**src/rtl/dcache_wt.sv**
```systemverilog
// Direct-mapped, write-through, no-write-allocate data cache between the M stage and data RAM.
// Optional hit/miss counters are enabled by defining DCACHE_STATS_EN.
module dcache_wt #(
  parameter int unsigned INDEX_BITS = 6
) (
  input  logic        clk,
  input  logic        rst,
  input  logic        cpu_en,
  input  logic        cpu_we,
  input  logic [31:0] cpu_addr,
  input  logic [31:0] cpu_wdata,
  output logic [31:0] cpu_rdata,
  output logic        cpu_stall,
  output logic        ram_en,
  output logic        ram_we,
  output logic [31:0] ram_addr,
  output logic [31:0] ram_wdata,
  input  logic [31:0] ram_rdata,
  input  logic        ram_ready
`ifdef DCACHE_STATS_EN
  ,
  output logic [31:0] hit_cnt,
  output logic [31:0] miss_cnt
`endif
);

  localparam int unsigned TAG_BITS = 32 - 2 - INDEX_BITS;
  localparam int unsigned LINES    = 2 ** INDEX_BITS;

  localparam logic [1:0] IDLE    = 2'd0;
  localparam logic [1:0] RD_MISS = 2'd1;
  localparam logic [1:0] WR_THRU = 2'd2;

  logic [1:0]          state;
  logic [1:0]          stateNext;
  logic [LINES-1:0]    validQ;
  logic [TAG_BITS-1:0] tagMem  [LINES];
  logic [31:0]         dataMem [LINES];
  logic [29:0]         reqWord;
  logic [31:0]         reqData;

  logic [INDEX_BITS-1:0] cpuIdx;
  logic [TAG_BITS-1:0]   cpuTag;
  logic [INDEX_BITS-1:0] reqIdx;
  logic [TAG_BITS-1:0]   reqTag;
  logic                  hit;
  logic                  reqHit;
  logic                  latchReq;
  logic                  fillLine;
  logic                  updateLine;
  logic                  countHit;
  logic                  countMiss;
  logic                  unusedAddrLsbs;

  assign cpuIdx         = cpu_addr[INDEX_BITS+1:2];
  assign cpuTag         = cpu_addr[31:INDEX_BITS+2];
  assign reqIdx         = reqWord[INDEX_BITS-1:0];
  assign reqTag         = reqWord[29:INDEX_BITS];
  assign unusedAddrLsbs = ^cpu_addr[1:0];

  assign hit    = cpu_en & validQ[cpuIdx] & (tagMem[cpuIdx] == cpuTag);
  assign reqHit = validQ[reqIdx] & (tagMem[reqIdx] == reqTag);

  assign ram_addr  = {reqWord, 2'b00};
  assign ram_wdata = reqData;

  // Next state, stall/read-data muxing and array write strobes
  always_comb begin
    stateNext  = state;
    cpu_stall  = 1'b0;
    cpu_rdata  = 32'd0;
    ram_en     = 1'b0;
    ram_we     = 1'b0;
    latchReq   = 1'b0;
    fillLine   = 1'b0;
    updateLine = 1'b0;
    countHit   = 1'b0;
    countMiss  = 1'b0;
    case (state)
      IDLE: begin
        if (cpu_en) begin
          if (cpu_we) begin
            cpu_stall = 1'b1;
            latchReq  = 1'b1;
            stateNext = WR_THRU;
          end else if (hit) begin
            cpu_rdata = dataMem[cpuIdx];
            countHit  = 1'b1;
          end else begin
            cpu_stall = 1'b1;
            latchReq  = 1'b1;
            countMiss = 1'b1;
            stateNext = RD_MISS;
          end
        end
      end
      RD_MISS: begin
        ram_en = 1'b1;
        if (ram_ready) begin
          cpu_rdata = ram_rdata;
          fillLine  = 1'b1;
          stateNext = IDLE;
        end else begin
          cpu_stall = 1'b1;
        end
      end
      WR_THRU: begin
        ram_en = 1'b1;
        ram_we = 1'b1;
        if (ram_ready) begin
          updateLine = reqHit;
          stateNext  = IDLE;
        end else begin
          cpu_stall = 1'b1;
        end
      end
      default: stateNext = IDLE;
    endcase
  end

  // State, valid bits and latched request
  always_ff @(posedge clk) begin
    if (rst) begin
      state   <= IDLE;
      validQ  <= '0;
      reqWord <= 30'd0;
      reqData <= 32'd0;
    end else begin
      state <= stateNext;
      if (latchReq) begin
        reqWord <= cpu_addr[31:2];
        reqData <= cpu_wdata;
      end
      if (fillLine) validQ[reqIdx] <= 1'b1;
    end
  end

  // Tag/data arrays are not reset; reset suppresses any pending write
  always_ff @(posedge clk) begin
    if (!rst) begin
      if (fillLine) begin
        tagMem[reqIdx]  <= reqTag;
        dataMem[reqIdx] <= ram_rdata;
      end
      if (updateLine) dataMem[reqIdx] <= reqData;
    end
  end

`ifdef DCACHE_STATS_EN
  always_ff @(posedge clk) begin
    if (rst) begin
      hit_cnt  <= 32'd0;
      miss_cnt <= 32'd0;
    end else begin
      if (countHit)  hit_cnt  <= hit_cnt + 32'd1;
      if (countMiss) miss_cnt <= miss_cnt + 32'd1;
    end
  end
`endif

endmodule

```
**config.mk**
```make
export PLATFORM = sky130hd
export DESIGN_NAME = dcache_wt
export DESIGN_NICKNAME = d
export VERILOG_FILES = /design/src/rtl/dcache_wt.sv
export SDC_FILE = /design/constraint.sdc
export NUM_CORES = 2
export LEC_CHECK = 0
export CAP_MARGIN = 10
export CORE_MARGIN = 2
export CORE_UTILIZATION = 60
export CTS_CLUSTER_DIAMETER = 50
export DETAILED_ROUTE_END_ITERATION = 6
export GPL_ROUTABILITY_DRIVEN = 0
export PLACE_DENSITY = 0.75
export SLEW_MARGIN = 20
export SYNTH_ARGS = -nofsm -noshare
export SYNTH_HDL_FRONTEND = slang
export SYNTH_SLANG_ARGS = --single-unit
```
**constraint.sdc**
```tcl
create_clock -name clk -period 9.4 [get_ports clk]
set_input_delay 1.41 -clock clk [delete_from_list [all_inputs] [get_ports clk]]
set_output_delay 1.41 -clock clk [all_outputs]
set_load 0.02 [all_outputs]
```
==> results.tsv <==
metric	value	unit
outcome	finished, violations left	
violations	design-rule violations	
p_clk_share	43.3	%
rsz0062_at_grt	false	
syn_area_per_cell	21.7	um2
grt_max_degree	153	
swShare	22.1	%
synth_area	156000	um2
fp.dieH	514	um
cap_violations	0	
power_frac_comb	6.6	%
cts_buffers	401	
dp.cells	10595	
ant_nets	0	
multi_input_area	44200	um2
die_w	514	um
p_leak	0.0560	uW
yosys_warnings	0	
vias	87060	
async_flop_share	0	%
switching_power	8080	uW
hold_violations	0	
synth_edf_count	3584	
dp_hpwl	258	mm
area_delta_synth_final	13.6	%
intPower	28400	uW
fin_crit	8.68	ns
syn_inst	7201	
end_kind	output port	
max_stage_delay	0.69	ns
drt_pass1_iterations	7	
start_util	60.2	%
drt-wirelength-per-cell	43.7	um
clk_path_buf_depth	4	
grt_antenna_before_repair	17	
core-area	259000	um2
grt_pass1_wl	680	mm
grt_pass1_vias	87095	
rows	187	
root_buffer	clkbuf_16	
dieArea	264000	um2
ctsHtreeMaxLevel	5	
fill_cells	15196	
ioPinCount	200	
hold_buffers	0	
post_cts_resized	0	
first_iter_violations	15458	
seqCellArea	110000	um2
insertion_delay	1.01	ns
nets	7702	
timing.final.crit_share	92.4	%
hold-worst-slack	0.487	ns
via_per_inst	7.69	
setup_tns	0	ns
slew_headroom	19.5	%
cts_tree	built	
crit_type	primary input to output port	
synth-seq-cells	3718	
max_freq	0.115	GHz
p_per_area	206	nW/um2
hold_path_class	flop to flop	
clkTransAtPathRegs	0.06	ns
cp.arrival	7.27	ns
fin_skew	0.0993	ns
yosysUniqueCellTypes	70	
cp_max_fo	79	
finalSetupViolCount	0	
drc_errors	1	
drt-total-wl	494	mm
final_cell_mix	edfxtp_1 (3584), mux4_2 (1515), clkbuf_16 (406)	
vdd_drop_max	0.222	mV
grt_util_all_layers	37.7	%
slew_viol_final	0	
start_kind	primary input	
slowest_stage	nor4_2	
worstPathRequired	7.99	ns
final_common_cell	edfxtp_1	
cts.sinks	3718	
fin_cells	11327	
cts_setup_buffers	0	
synth_seq_area_share	70.7	%
p_seq_share	50.1	%
drive_above_1_share	33.9	%
synth_flop_cell	edfxtp_1	
gr-total-overflow	0	
port_buffers	195	
cp_cell_sequence	buf_8 > buf_4 > mux4_2 > mux4_2 > a22oi_1 > nand2_1 > xnor2_1 > o2111ai_1 > nor4_2 > buf_4 > and4b_4 > buf_12 > nand3_1 > nand2_1 > clkdlybuf4s50_1	
tightestPinTransition	1.20	ns
## power by group through the flow
stage,sequential [uW],combinational (uW),clock (uW)
global route,18300,2470,16400
detailed placement,18700,2330,0
finish,18300,2390,15800
floorplan,18700,1470,0
global placement,18600,2300,0
CTS,18300,2360,15900
## routing by layer
| metal | vias to the layer above | routed length [um] | GRT usage, % |
|---|---|---|---|
| met2 | 8082 | 229000 | 57.1 |
| li1 | 31874 | - | - |
| met4 | 12 | 38500 | 24.1 |
| met5 | - | 77 | 0 |
| met1 | 45240 | 156000 | 48.3 |
| met3 | 1852 | 71300 | 11.1 |
## synth_stat cells, drive strengths merged (10+ instances only)
cell    count  area share, %
a211oi     16          0.077
a21oi      92           0.30
a22oi      81           0.39
a31oi      13          0.052
and2       12          0.048
buf       230           0.72
clkbuf    294           0.71
dfxtp     134            1.7
edfxtp   3584             69
inv        73           0.18
mux2       56           0.40
mux2i     220            1.4
mux4     1515             22
nand2     142           0.34
nand2b     12          0.048
nand3     143           0.46
nand4      19          0.076
nor2       99           0.24
nor2b      25           0.10
nor3       80           0.28
nor3b      11          0.053
o21ai      88           0.28
o22ai      89           0.36
or3        10          0.040
xnor2      23           0.13
xor2       16          0.090
## layout make-up
cell class	count	area share, %
timing repair buffer	516	2.84
tap	3402	2.40
clock inverter	238	1.42
clock buffer	478	5.96
inverter	73	0.157
multi-input combinational	2887	24.9
antenna	15	0.0212
sequential	3718	62.3
## worst max-delay path, delay by kind of cell
family | cells | cell delay (ns)
buffers and inverters | 5 | 2.18
AND/OR/NAND/NOR | 5 | 1.63
multiplexers | 2 | 0.93
AO/OA/AOI/OAI | 2 | 0.48
XOR/XNOR | 1 | 0.39
## stage by stage
step	instance area, um2	power (uW)	utilization, %	worst slack (ns)
after floorplan	156000	20100	-	2.50
after global placement	164000	20900	63.3	0.701
after detailed placement	164000	21000	63.3	1.02
after CTS	177000	36500	68.4	0.940
after global routing	177000	37200	68.4	0.729
final	177000	36500	68.4	0.715
## logic make-up after synthesis
family | count (synthesis) | share of synthesized area (%)
flip-flops | 3718 | 70.7
multiplexers | 1791 | 23.7
AND/OR/NAND/NOR | 606 | 1.95
buffers and inverters | 597 | 1.60
AO/OA/AOI/OAI | 445 | 1.82
XOR/XNOR | 39 | 0.219
adder cells (fa/ha/maj) | 4 | 0.0321
other | 1 | 0.00240
## registers in the layout, indices dropped and copies added, names as in the netlist, named ones only
signal     flops
validQ        64
dataMem     2048
state          2
reqWord       30
tagMem      1536
ram_wdata     32
## worst paths after layout
check                    from              end  slack, ns  depth (start not counted)
setup / recovery  cpu_addr[4]    cpu_rdata[18]       0.72                         15
hold / removal     validQ[56]       validQ[56]       0.49                          2
setup reg to reg         flop  dataMem[42][26]       1.29                         13
hold reg to reg    validQ[56]       validQ[56]       0.49                          2
No activity file was read; power rests on OpenSTA's default activity.
